[config.mk]
export PLATFORM = sky130hd
export DESIGN_NAME = uart_cmd_parser
export DESIGN_NICKNAME = d
export VERILOG_FILES = /design/src/rtl/uart_cmd_pkg.sv /design/src/rtl/uart_cmd_buf.sv /design/src/rtl/uart_cmd_parser.sv
export SDC_FILE = /design/constraint.sdc
export NUM_CORES = 1
export LEC_CHECK = 0
export CAP_MARGIN = 0
export CORE_ASPECT_RATIO = 1.2
export CORE_MARGIN = 1
export CORE_UTILIZATION = 40
export DETAILED_ROUTE_END_ITERATION = 8
export DONT_BUFFER_PORTS = 1
export PLACE_DENSITY = 0.59
export REMOVE_ABC_BUFFERS = 1
export SLEW_MARGIN = 20
export SYNTH_ARGS = -nofsm -noshare
export SYNTH_HDL_FRONTEND = slang
export SYNTH_SLANG_ARGS = --single-unit
[constraint.sdc]
create_clock -name clk -period 2.75 [get_ports clk]
set_input_delay 0.55 -clock clk [delete_from_list [all_inputs] [get_ports clk]]
set_output_delay 0.55 -clock clk [all_outputs]
set_load 0.02 [all_outputs]
[src/rtl/uart_cmd_pkg.sv]
// Shared types and constants for the UART command-frame parser.
package uart_cmd_pkg;

   typedef enum logic [2:0] {
      S_IDLE = 3'd0,
      S_CMD  = 3'd1,
      S_LEN  = 3'd2,
      S_DATA = 3'd3,
      S_CHK  = 3'd4,
      S_HOLD = 3'd5
   } state_t;

   localparam logic [7:0] HDR_DEFAULT = 8'hAA;
   localparam int         CHK_W       = 8;

endpackage

[src/rtl/uart_cmd_buf.sv]
// Payload buffer: single write port from the parser, registered read port for the consumer.
module uart_cmd_buf #(
   parameter int DEPTH = 16,
   parameter int AW    = 4
) (
   input  logic          clk,
   input  logic          rst,
   input  logic          we,
   input  logic [AW-1:0] waddr,
   input  logic [7:0]    wdata,
   input  logic [AW-1:0] raddr,
   output logic [7:0]    rdata
);

   localparam logic [AW:0] DEPTH_A = (AW+1)'(DEPTH);

   logic [7:0] mem [DEPTH];

   always_ff @(posedge clk) begin
      if (we) mem[waddr] <= wdata;
   end

   // Addresses beyond the physical depth read as zero rather than indexing out of range.
   always_ff @(posedge clk or negedge rst) begin
      if (!rst)                         rdata <= '0;
      else if ({1'b0, raddr} < DEPTH_A) rdata <= mem[raddr];
      else                              rdata <= '0;
   end

endmodule

[src/rtl/uart_cmd_parser.sv]
// Assembles HDR/CMD/LEN/payload/CHK byte frames from the UART receiver into validated commands.
// Optional inter-byte timeout enabled by defining UART_CMD_TIMEOUT_EN.
//
// state  | meaning
// IDLE   | hunting for the header byte
// CMD    | expecting the command code
// LEN    | expecting the payload length
// DATA   | storing payload bytes
// CHK    | expecting the checksum byte
// HOLD   | validated command presented, waiting for cmd_ack
module uart_cmd_parser
   import uart_cmd_pkg::*;
#(
   parameter int         MAX_LEN        = 16,
   parameter int         AW             = 4,
   parameter logic [7:0] HDR            = HDR_DEFAULT,
   parameter int         TIMEOUT_CYCLES = 21700
) (
   input  logic          clk,
   input  logic          rst,
   input  logic [7:0]    rx_data,
   input  logic          rx_rdy,
   output logic          cmd_valid,
   input  logic          cmd_ack,
   output logic [7:0]    cmd_code,
   output logic [AW:0]   cmd_len,
   input  logic [AW-1:0] pl_raddr,
   output logic [7:0]    pl_rdata,
   output logic          chk_err,
   output logic          len_err,
   output logic          ovf_err,
   output logic          tmo_err,
   output logic          busy
);

   localparam logic [7:0] MAX_LEN_B = 8'(MAX_LEN);

   state_t           state, state_nxt;
   logic [7:0]       code_sh;
   logic [AW:0]      len_sh;
   logic [AW-1:0]    cnt, cnt_nxt;
   logic [CHK_W-1:0] chk, chk_nxt;
   logic             ld_code, ld_len, wr_en;
   logic             chk_e, len_e, ovf_e;
   logic             valid_set, valid_clr;
   logic             tmo_hit;

   always_ff @(posedge clk or negedge rst) begin
      if (!rst) state <= S_IDLE;
      else      state <= state_nxt;
   end

   always_comb begin
      state_nxt = state;
      ld_code   = 1'b0;
      ld_len    = 1'b0;
      wr_en     = 1'b0;
      chk_nxt   = chk;
      cnt_nxt   = cnt;
      chk_e     = 1'b0;
      len_e     = 1'b0;
      ovf_e     = 1'b0;
      valid_set = 1'b0;
      valid_clr = 1'b0;
      if (tmo_hit) begin
         state_nxt = S_IDLE;
      end else begin
         case (state)
            S_IDLE: if (rx_rdy && rx_data == HDR) state_nxt = S_CMD;
            S_CMD: if (rx_rdy) begin
               ld_code   = 1'b1;
               chk_nxt   = rx_data;
               state_nxt = S_LEN;
            end
            S_LEN: if (rx_rdy) begin
               if (rx_data > MAX_LEN_B) begin
                  len_e     = 1'b1;
                  state_nxt = S_IDLE;
               end else begin
                  ld_len    = 1'b1;
                  chk_nxt   = chk + rx_data;
                  cnt_nxt   = '0;
                  state_nxt = (rx_data == 8'd0) ? S_CHK : S_DATA;
               end
            end
            S_DATA: if (rx_rdy) begin
               wr_en   = 1'b1;
               chk_nxt = chk + rx_data;
               cnt_nxt = cnt + AW'(1);
               if ({1'b0, cnt} == len_sh - (AW+1)'(1)) state_nxt = S_CHK;
            end
            S_CHK: if (rx_rdy) begin
               if (rx_data == chk) begin
                  valid_set = 1'b1;
                  state_nxt = S_HOLD;
               end else begin
                  chk_e     = 1'b1;
                  state_nxt = S_IDLE;
               end
            end
            S_HOLD: begin
               // A byte arriving together with the ack is treated as the first byte of the next frame.
               if (cmd_ack) begin
                  valid_clr = 1'b1;
                  state_nxt = (rx_rdy && rx_data == HDR) ? S_CMD : S_IDLE;
               end else if (rx_rdy) begin
                  ovf_e = 1'b1;
               end
            end
            default: state_nxt = S_IDLE;
         endcase
      end
   end

   always_ff @(posedge clk or negedge rst) begin
      if (!rst) begin
         code_sh   <= '0;
         len_sh    <= '0;
         cnt       <= '0;
         chk       <= '0;
         cmd_valid <= 1'b0;
         cmd_code  <= '0;
         cmd_len   <= '0;
         chk_err   <= 1'b0;
         len_err   <= 1'b0;
         ovf_err   <= 1'b0;
      end else begin
         if (ld_code) code_sh <= rx_data;
         if (ld_len)  len_sh  <= rx_data[AW:0];
         cnt     <= cnt_nxt;
         chk     <= chk_nxt;
         chk_err <= chk_e;
         len_err <= len_e;
         ovf_err <= ovf_e;
         if (valid_set) begin
            cmd_valid <= 1'b1;
            cmd_code  <= code_sh;
            cmd_len   <= len_sh;
         end else if (valid_clr) begin
            cmd_valid <= 1'b0;
         end
      end
   end

`ifdef UART_CMD_TIMEOUT_EN
   localparam int TMO_W = $clog2(TIMEOUT_CYCLES + 1);

   logic [TMO_W-1:0] tmo_cnt;
   logic             tmo_active;

   assign tmo_active = (state == S_CMD) || (state == S_LEN) || (state == S_DATA) || (state == S_CHK);
   assign tmo_hit    = tmo_active && !rx_rdy && (tmo_cnt == TMO_W'(TIMEOUT_CYCLES));

   always_ff @(posedge clk or negedge rst) begin
      if (!rst) begin
         tmo_cnt <= '0;
         tmo_err <= 1'b0;
      end else begin
         tmo_err <= tmo_hit;
         if (!tmo_active || rx_rdy || tmo_hit) tmo_cnt <= '0;
         else                                  tmo_cnt <= tmo_cnt + TMO_W'(1);
      end
   end
`else
   assign tmo_hit = 1'b0;
   assign tmo_err = 1'b0;
`endif

   assign busy = (state != S_IDLE);

   uart_cmd_buf #(
      .DEPTH (MAX_LEN),
      .AW    (AW)
   ) u_buf (
      .clk   (clk),
      .rst   (rst),
      .we    (wr_en),
      .waddr (cnt),
      .wdata (rx_data),
      .raddr (pl_raddr),
      .rdata (pl_rdata)
   );

endmodule
---- Yosys cells after proc, flatten, opt, wreduce, memory -nomap -nowiden ----
Memories as Yosys holds them, arrays and structs flattened. A register that Yosys moved wholly into a read port is not among the register bits.
Index checks and enable logic that the tools add are counted.
operators by class
  add/sub/neg operators ................... 3
  $lt $le $gt $ge ......................... 1
  eq/ne operators ......................... 16
  mux-type cells .......................... 44
  reductions and logical operators ........ 11
operators with widths
  operator                                            count
  2-to-1 mux 8 bit                                    4
  2-to-1 mux 3 bit                                    10
  2-to-1 mux 1 bit                                    24
  one-hot mux 8 bit (3 select lines)                  1
  one-hot mux 3 bit (6 select lines)                  1
  inequality test 2 bit, second input constant        8
  2-to-1 mux 4 bit                                    3
  adder 8 bit                                         1
  == test 8 bit                                       1
  == test 8 bit, second input constant                1
  > comparator 8 x 5 -> 1 bit, second input constant  1
  logical NOT 8 bit                                   1
  one-hot mux 4 bit (2 select lines)                  1
  AND reduction 7 bit                                 1
  == test 3 x 2 -> 1 bit, second input constant       2
  == test 3 bit, second input constant                2
  nonzero test 3 bit                                  2
  == test 4 x 5 -> 1 bit                              1
  AND reduction 5 bit                                 1
  subtractor 5 x 1 -> 5 bit, second input constant    1
  adder 4 x 1 -> 4 bit, second input constant         1
  AND reduction 4 bit                                 1
  nonzero test 2 bit                                  2
  == test 3 x 1 -> 1 bit, second input constant       1
  3 further kinds                                     3
storage, ports and cells
  bits of input ports ..................... 16
  bits in registers ....................... 45
  memories ................................ 1
  RAM bits ................................ 128
memories
  memory     words  width  rd ports  clocked after memory_dff  wr ports  RTL line            text
  u_buf.mem  16     8      1         1                         1         uart_cmd_buf.sv:17  logic [7:0] mem [DEPTH];

---- Logic depth before layout (Yosys ltp) ----
Gate-level depths: netlist of the first run.
  depth after elaboration ................. 5
  mapped depth ............................ 9
  gate-level depth less buffers ........... 9

---- Cells and area by module ----
A second synthesis of the first run with hierarchy kept.
unflattened totals
  cells, all modules ...................... 476
  area, all modules ....................... 7741.2 um2
by module, submodules not included
  module           cells each  area an instance (um2)  times used  seq. area each (um2)
  uart_cmd_buf     229         5187.5                  1           4043.9
  uart_cmd_parser  247         2553.7                  1           1126.1

---- Worst setup path before layout of the first run ----
OpenSTA, ideal clock, no wires.
  kind .................................... input port to flip-flop
  start point ............................. in rx_data[5]
  end point ............................... reg cmd_code[2]
  setup time .............................. 128 ps
  setup slack ............................. 358 ps
  cell stages on the path ................. 7
  arrival ................................. 2264 ps
  required time ........................... 2622 ps
  cell sequence ........................... ha_1 > nor4_1 > nand3_1 > or3_1 > buf_2 > buf_2 > mux2_1
on the way
  longest elaborated chain between the ends .. 4
RTL lines
  what                    RTL line                text
  start: declaration      uart_cmd_parser.sv:21   input logic [7:0] rx_data,
  == test 8 bit           uart_cmd_parser.sv:93   if (rx_data == chk) begin
  2-to-1 mux 1 bit        uart_cmd_parser.sv:93
  2-to-1 mux 1 bit        uart_cmd_parser.sv:92   S_CHK: if (rx_rdy) begin
  2-to-1 mux 1 bit        uart_cmd_parser.sv:68   case (state)
  end signal: assignment  uart_cmd_parser.sv:137  cmd_code <= code_sh;
  end: declaration        uart_cmd_parser.sv:25   output logic [7:0] cmd_code,
No other way between the ends.
A chain may end at the register's enable or synchronous reset.

---- Worst setup path after layout of the first run ----
  start point ............................. reg chk[5]
  end point ............................... reg cmd_code[3]
on the way
  longest elaborated chain between the ends .. 4
RTL lines
  what                      RTL line                text
  start: declaration        uart_cmd_parser.sv:42   logic [CHK_W-1:0] chk, chk_nxt;
  start signal: assignment  uart_cmd_parser.sv:131  chk <= chk_nxt;
  == test 8 bit             uart_cmd_parser.sv:93
  2-to-1 mux 1 bit          uart_cmd_parser.sv:93
  2-to-1 mux 1 bit          uart_cmd_parser.sv:92
  2-to-1 mux 1 bit          uart_cmd_parser.sv:68
No other way between the ends.

==> results.ini, run 1 <==
[outcome]
outcome = completed

[power_and_ir_drop]
cellPowerDensity_mw_per_mm2 = 780
peakVddDrop_v = 0.000472
p_leak_nw = 3.08

[placed_design]
placedCellCount = 700
gp_congestion = 0.793
place_area_sq_mm = 0.00794
post-place-ws_ps = 307
dp_hpwl_um = 9710
port_buffers = 0

[detailed_routing]
wl_per_cell_um = 21.0
first_pass_iters = 4
ant_nets = 0
vias_per_cell = 5.34
vias = 3920
wl_um = 15400
drt_iter0_drc = 301
drc = 0

[sta]
finClkSkew_ps = 8.77
setup_tns_ps = 0
setup_slack_ps = 505
final-setup-viol-count = 0
rsz0062_at_grt = false
min_period_ps = 2250
slew-limit-headroom_pct = 60.0
finalCritPeriodShare_pct = 81.6
hold_viol = 0
fmax_mhz = 445
hold_slack_ps = 199
finalMaxSlewViolations = 0
worstMarginPinSlew_ps = 598

[logic_synthesis]
synth_async_sr_flop_share_pct = 29.3
synthTopCellsByArea = edfxtp_1, dfrtp_1, mux4_2
synth.top_cell.area_share_pct = 50.9
synth_area_per_cell_sq_um = 16.9
synth_edf_count = 128
syn_area_sq_mm = 0.00755
ys_seq_area_share_pct = 68.5
synth-main-ff-cell = edfxtp_1
synthesis.instances = 447
yosysUniqueCellTypes = 51
ys_seq_elements = 181
synth-warning-count = 0
synth_top_area_cell = edfxtp_1

[cells_and_area]
antenna_cells = 0
area_growth_pct = 12.8
fin_area_sq_mm = 0.00852
nNetsFinal = 498
final_common_cell = edfxtp_1
drive_gt1_share_pct = 23.0
fin_cells = 734
final_cell_mix = edfxtp_1, dfrtp_1, mux4_2

[clock_network]
post_cts_buffers = 0
clk_pin_slew_ps = 60
htree_levels = 4
clockBufferDepth = 2
cts_tree = yes
clock_latency_ps = 420
cts.sinks = 181
cts_buffers = 17
cts-resized-gates = 0
ctsRootBufferMaster = clkbuf_16

[grt]
grt_pass1_vias = 4147
grt_util_all_layers_pct = 17.1
grt_antenna_before_repair = 0
grt_max_degree = 54
use_met2_pct = 27.9
grt_pass1_wl_um = 24100
met3_usage_pct = 4.42
top_usage_layer = met2
globalRouteMet1Util_pct = 21.9
overflow = 0

[die]
rows = 54
die-area_sq_mm = 0.0194
core_area_sq_mm = 0.0183
initial_core_util_pct = 41.2
die_w_um = 127
ioPinCount = 43
die_h_um = 152

[critical_path]
crit_path_start_kind = flop
crit_path_cell_trace = ha_1 > nor4_1 > nand3_1 > or3_1 > buf_4 > mux2_1
critPathKind = reg2reg
reg2reg_slack_ps = 500
required_ps = 3050
endpoint_kind = flop
critPathMaxFanout = 16
cp.arrival_ps = 2540
critPathSlowestCell = dfrtp_1
cpPeakStageDelay_ps = 380

[min_path]
hp-class = in2reg

[job]
maxCapViolCount = 0

[cells in the mapped netlist, types with 2 or more instances]
cell type,count
nand2b_1,5
a21o_1,2
a21boi_0,2
mux2i_1,5
a31oi_1,4
o31ai_1,2
inv_1,11
buf_2,6
xor2_1,4
a21oi_1,8
or4_1,3
clkbuf_1,11
ha_1,12
nand3b_1,2
and2_1,2
o221ai_1,2
nand2_1,26
nor2_1,25
o21ai_1,7
a22oi_1,2
mux2_2,16
xnor2_1,7
nor3_1,11
mux4_2,40
nor2b_1,4
buf_1,2
dfrtp_1,53
edfxtp_1,128
o21ai_0,9
nand3_1,6
buf_4,2
mux2_1,9
[through the flow]
step	total power, mW	util (%)
2_1_floorplan	4.19	-
3_3_place_gp	4.42	43.3
3_5_place_dp	4.45	43.3
4_1_cts	6.71	46.5
5_1_grt	6.99	46.5
6_report	6.65	46.5
[cell type report]
cell class                      count  area, sq um
Sequential cell                   181         5170
Tap cell                          252          315
Clock inverter                     11          105
Multi-Input combinational cell    232         2240
Fill cell                        1561         9790
Inverter                           13         48.8
Timing Repair Buffer               24          203
Clock buffer                       21          440
[worst max-delay path: cells and delay by family, from the launching register on]
family / cells / cell delay, ps
adders and majority gates: 1 / 360
muxes: 1 / 320
buffers and inverters: 1 / 210
and+or+nand+nor: 3 / 850
DFF: 1 / 380
[repair_timing]
action,4_1_cts,5_1_grt
hold endpoints to repair,53,0
hold buffers,2,0
endpoints found under the setup margin,0,0
[registers in the layout, summed over array words and instances, names as in the netlist, 3 cells and up]
signal,count
cmd_code,8
cmd_len,5
code_sh,8
u_buf.mem,128
chk,8
cnt,4
len_sh,5
u_buf.rdata,8
state,3
[path summary, 6_finish.rpt]
check | end | startpoint | depth (start not counted)
hold / removal | ovf_err$_DFF_PN0_ | cmd_ack | 1
setup reg to reg | cmd_code[3]$_DFFE_PN0P_ | chk[5]$_DFFE_PN0P_ | 6
max in group asynchronous | cnt[3]$_DFFE_PN0P_ | rst | 2
hold reg to reg | cmd_code[3]$_DFFE_PN0P_ | code_sh[3]$_DFFE_PN0P_ | 1
min in group asynchronous | u_buf.rdata[0]$_DFF_PN0_ | rst | 2
setup / recovery | cmd_code[3]$_DFFE_PN0P_ | chk[5]$_DFFE_PN0P_ | 6
[power by group]
part	switching, mW	internal, mW
Clock	0.983	1.25
Combinational	0.529	0.516
Sequential	0.236	3.13
Total	1.75	4.90
[cells by family after synthesis]
logic type	Yosys count	synth area share [%]
AOI/OAI and AO/OA	47	3.99
xor gates and xnor gates	11	1.28
adders and majority gates	13	2.25
buffers and inverters	34	1.89
DFF	181	68.5
muxes	70	16.3
other	1	0.0497
and+or+nand+nor	90	5.72
[layer usage]
metal | vias up | routed length (um)
li1 | 1770 | -
met1 | 2021 | 6510
met2 | 104 | 7780
met3 | 25 | 804
met4 | 0 | 337
met5 | - | 0
Note: power is estimated with default switching activity, not from simulation.
==> inputs of run 2 (changes only) <==
==> constraint.sdc (replaced) <==
create_clock -name clk -period 2.2 [get_ports clk]
set_input_delay 0.44 -clock clk [delete_from_list [all_inputs] [get_ports clk]]
set_output_delay 0.44 -clock clk [all_outputs]
set_load 0.02 [all_outputs]
==> run 2 against run 1 <==
  * Register-to-register slack worse by 420 ps
  * Critical path type unchanged
  * Total power is 31% higher
  * Sequential cell count stayed put
  * Hold slack worse by 110 ps
  * Worst setup slack worse by 420 ps
  * Largest cell class unchanged
  * Die area stayed put
  * Wire length is 0.71% higher
  * Utilization is 1.2 points higher
  * Critical endpoint unchanged
==> results.ini, run 2 (same netlist as run 1, synthesis figures left out) <==
[outcome]
outcome = completed

[detailed_routing]
drt_iter0_drc = 311  ; +3.3%
first_pass_iters = 4  ; unchanged
ant_nets = 0  ; unchanged
drc = 0  ; unchanged
wl_per_cell_um = 20.8  ; -1.2%
wl_um = 15500  ; +0.71%
vias = 3969  ; +1.3%
vias_per_cell = 5.31  ; -0.65%

[clock_network]
ctsRootBufferMaster = clkbuf_16
clk_pin_slew_ps = 70  ; about the same
cts_buffers = 17  ; unchanged
htree_levels = 4  ; unchanged
clock_latency_ps = 430  ; about the same
clockBufferDepth = 2  ; unchanged
cts.sinks = 181  ; unchanged
cts_tree = yes

[sta]
final-setup-viol-count = 0  ; unchanged
setup_tns_ps = 0  ; unchanged
worstMarginPinSlew_ps = 672  ; +74.4 ps
slew-limit-headroom_pct = 55.0  ; -5.0 points
fmax_mhz = 473  ; +6.1%
rsz0062_at_grt = false
finalMaxSlewViolations = 0  ; unchanged
finClkSkew_ps = 12.8  ; +4.02 ps
hold_viol = 0  ; unchanged
finalCritPeriodShare_pct = 96.2  ; +15 points
min_period_ps = 2120  ; -129 ps

[critical_path]
rr_worst_depth = 6  ; unchanged
crit_path_start_kind = flop
r2r_start = chk[3]$_DFFE_PN0P_
cp.arrival_ps = 2410  ; -130 ps
reg2reg_slack_ps = 80  ; -420 ps
critPathKind = reg2reg
critPathMaxFanout = 15  ; -1
r2r-end = cmd_code[3]$_DFFE_PN0P_
crit_end = cmd_code[3]$_DFFE_PN0P_
required_ps = 2500  ; -550 ps
endpoint_kind = flop
cp-startpoint = chk[3]$_DFFE_PN0P_

[cells_and_area]
utilization_pct = 47.7  ; +1.2 points
largest_register_ffs = 128  ; unchanged
nNetsFinal = 512  ; +2.8%
antenna_cells = 0  ; unchanged
final_common_cell = edfxtp_1
area_growth_pct = 15.6
largest_register = u_buf.mem
final_cell_mix = edfxtp_1, dfrtp_1, mux4_2
drive_gt1_share_pct = 27.4  ; +4.4 points

[power_and_ir_drop]
sw_frac_of_total_pct = 27.4  ; +1.1 points
power_switching_mw = 2.38  ; +36%
pwr-share-seq_pct = 48.6  ; -2.1 points
cellPowerDensity_mw_per_mm2 = 995  ; +28%
p_int_mw = 6.31  ; +29%
power_frac_clock_pct = 34.3  ; +0.7 points
p_leak_nw = 3.18  ; +3.2%
power_frac_comb_pct = 17.1  ; +1.4 points
peakVddDrop_v = 0.000560  ; +19%

[grt]
grt_pass1_vias = 4077  ; -1.7%
overflow = 0  ; unchanged
grt_util_all_layers_pct = 17.0  ; -0.11 points
grt_pass1_wl_um = 23900  ; -0.72%
grt_antenna_before_repair = 0  ; unchanged
grt_max_degree = 54  ; unchanged

[job]
maxCapViolCount = 0  ; unchanged

[die]
core_area_sq_mm = 0.0183  ; unchanged
ioPinCount = 43  ; unchanged
die-area_sq_mm = 0.0194  ; unchanged
rows = 54  ; unchanged
die_h_um = 152  ; unchanged
initial_core_util_pct = 41.2  ; unchanged
die_w_um = 127  ; unchanged

[min_path]
hp-class = in2reg

[placed_design]
gp_congestion = 0.822  ; +3.7%
dp_hpwl_um = 9830  ; +1.2%
port_buffers = 0  ; unchanged

[run 2: area by class of cell]
type / count / area, sq um
Tap cell: 252 / 315
Multi-Input combinational cell: 232 / 2290
Sequential cell: 181 / 5170
Fill cell: 1545 / 9580
Clock inverter: 15 / 166
Clock buffer: 17 / 425
Inverter: 13 / 48.8
Timing Repair Buffer: 38 / 315
[run 2: how the worst min path moves through the flow]
stage / from / end / slack, ps / cells after the start
6_report: cmd_ack / ovf_err$_DFF_PN0_ / 90 / 1
5_1_grt: cmd_ack / ovf_err$_DFF_PN0_ / 70 / 1
4_1_cts: cmd_ack / ovf_err$_DFF_PN0_ / 60 / 1
3_5_place_dp: rst / u_buf.rdata[3]$_DFF_PN0_ / 150 / 0
3_3_place_gp: rst / u_buf.rdata[3]$_DFF_PN0_ / 150 / 0
2_1_floorplan: rst / chk[0]$_DFFE_PN0P_ / 140 / 0
[run 2: per-layer routing]
layer  vias up  GRT usage [%]  share of wire (%)
met4         0           5.50               0.75
met3         7           4.46                3.9
li1       1796              -                  -
met2        87           29.1                 52
met5         -              0                  0
met1      2079           20.9                 43
[run 2: worst max-delay path: stages (launching register included)]
cell	delay, ps
dfrtp_1	390
ha_1	340
nor3_1	180
nand3_1	170
or3_4	420
buf_8	160
mux2_1	330
[run 2: stage by stage]
step | area, sq um | hold WS [ps] | worst slack, ps | total power [mW] | std cells
2_1_floorplan | 7450 | 144 | -44.9 | 5.24 | 426
3_3_place_gp | 8040 | 146 | -41.2 | 5.64 | 714
3_5_place_dp | 8040 | 146 | -70.0 | 5.69 | 714
4_1_cts | 8670 | 61.7 | 4.72 | 8.71 | 748
5_1_grt | 8730 | 65.2 | 17.3 | 9.10 | 748
6_report | 8730 | 85.5 | 83.8 | 8.69 | 748
[run 2: repair_timing]
action,4_1_cts,5_1_grt
resized for setup,1,9
setup buffers,0,0
endpoints found under the hold margin,53,0
hold buffers,2,0
setup endpoints to repair,1,12
pin swaps,0,4
[run 2: power by group through the flow]
stage,Combinational (mW),Sequential [mW],Clock (mW)
after floorplan,1.05,4.19,0
after global placement,1.37,4.27,0
after detailed placement,1.40,4.28,0
after CTS,1.44,4.21,3.06
after global routing,1.64,4.26,3.19
final,1.48,4.22,2.98
==> inputs of run 3 (changes only) <==
--- a/config.mk
+++ b/config.mk
@@ -5,6 +5,7 @@
 export SDC_FILE = /design/constraint.sdc
 export NUM_CORES = 1
 export LEC_CHECK = 0
+export ABC_AREA = 0
 export CAP_MARGIN = 0
 export CORE_ASPECT_RATIO = 1.2
 export CORE_MARGIN = 1
==> results of run 3 <==
Same layout as run 2: the final DEF is identical, and so are final timing and power.
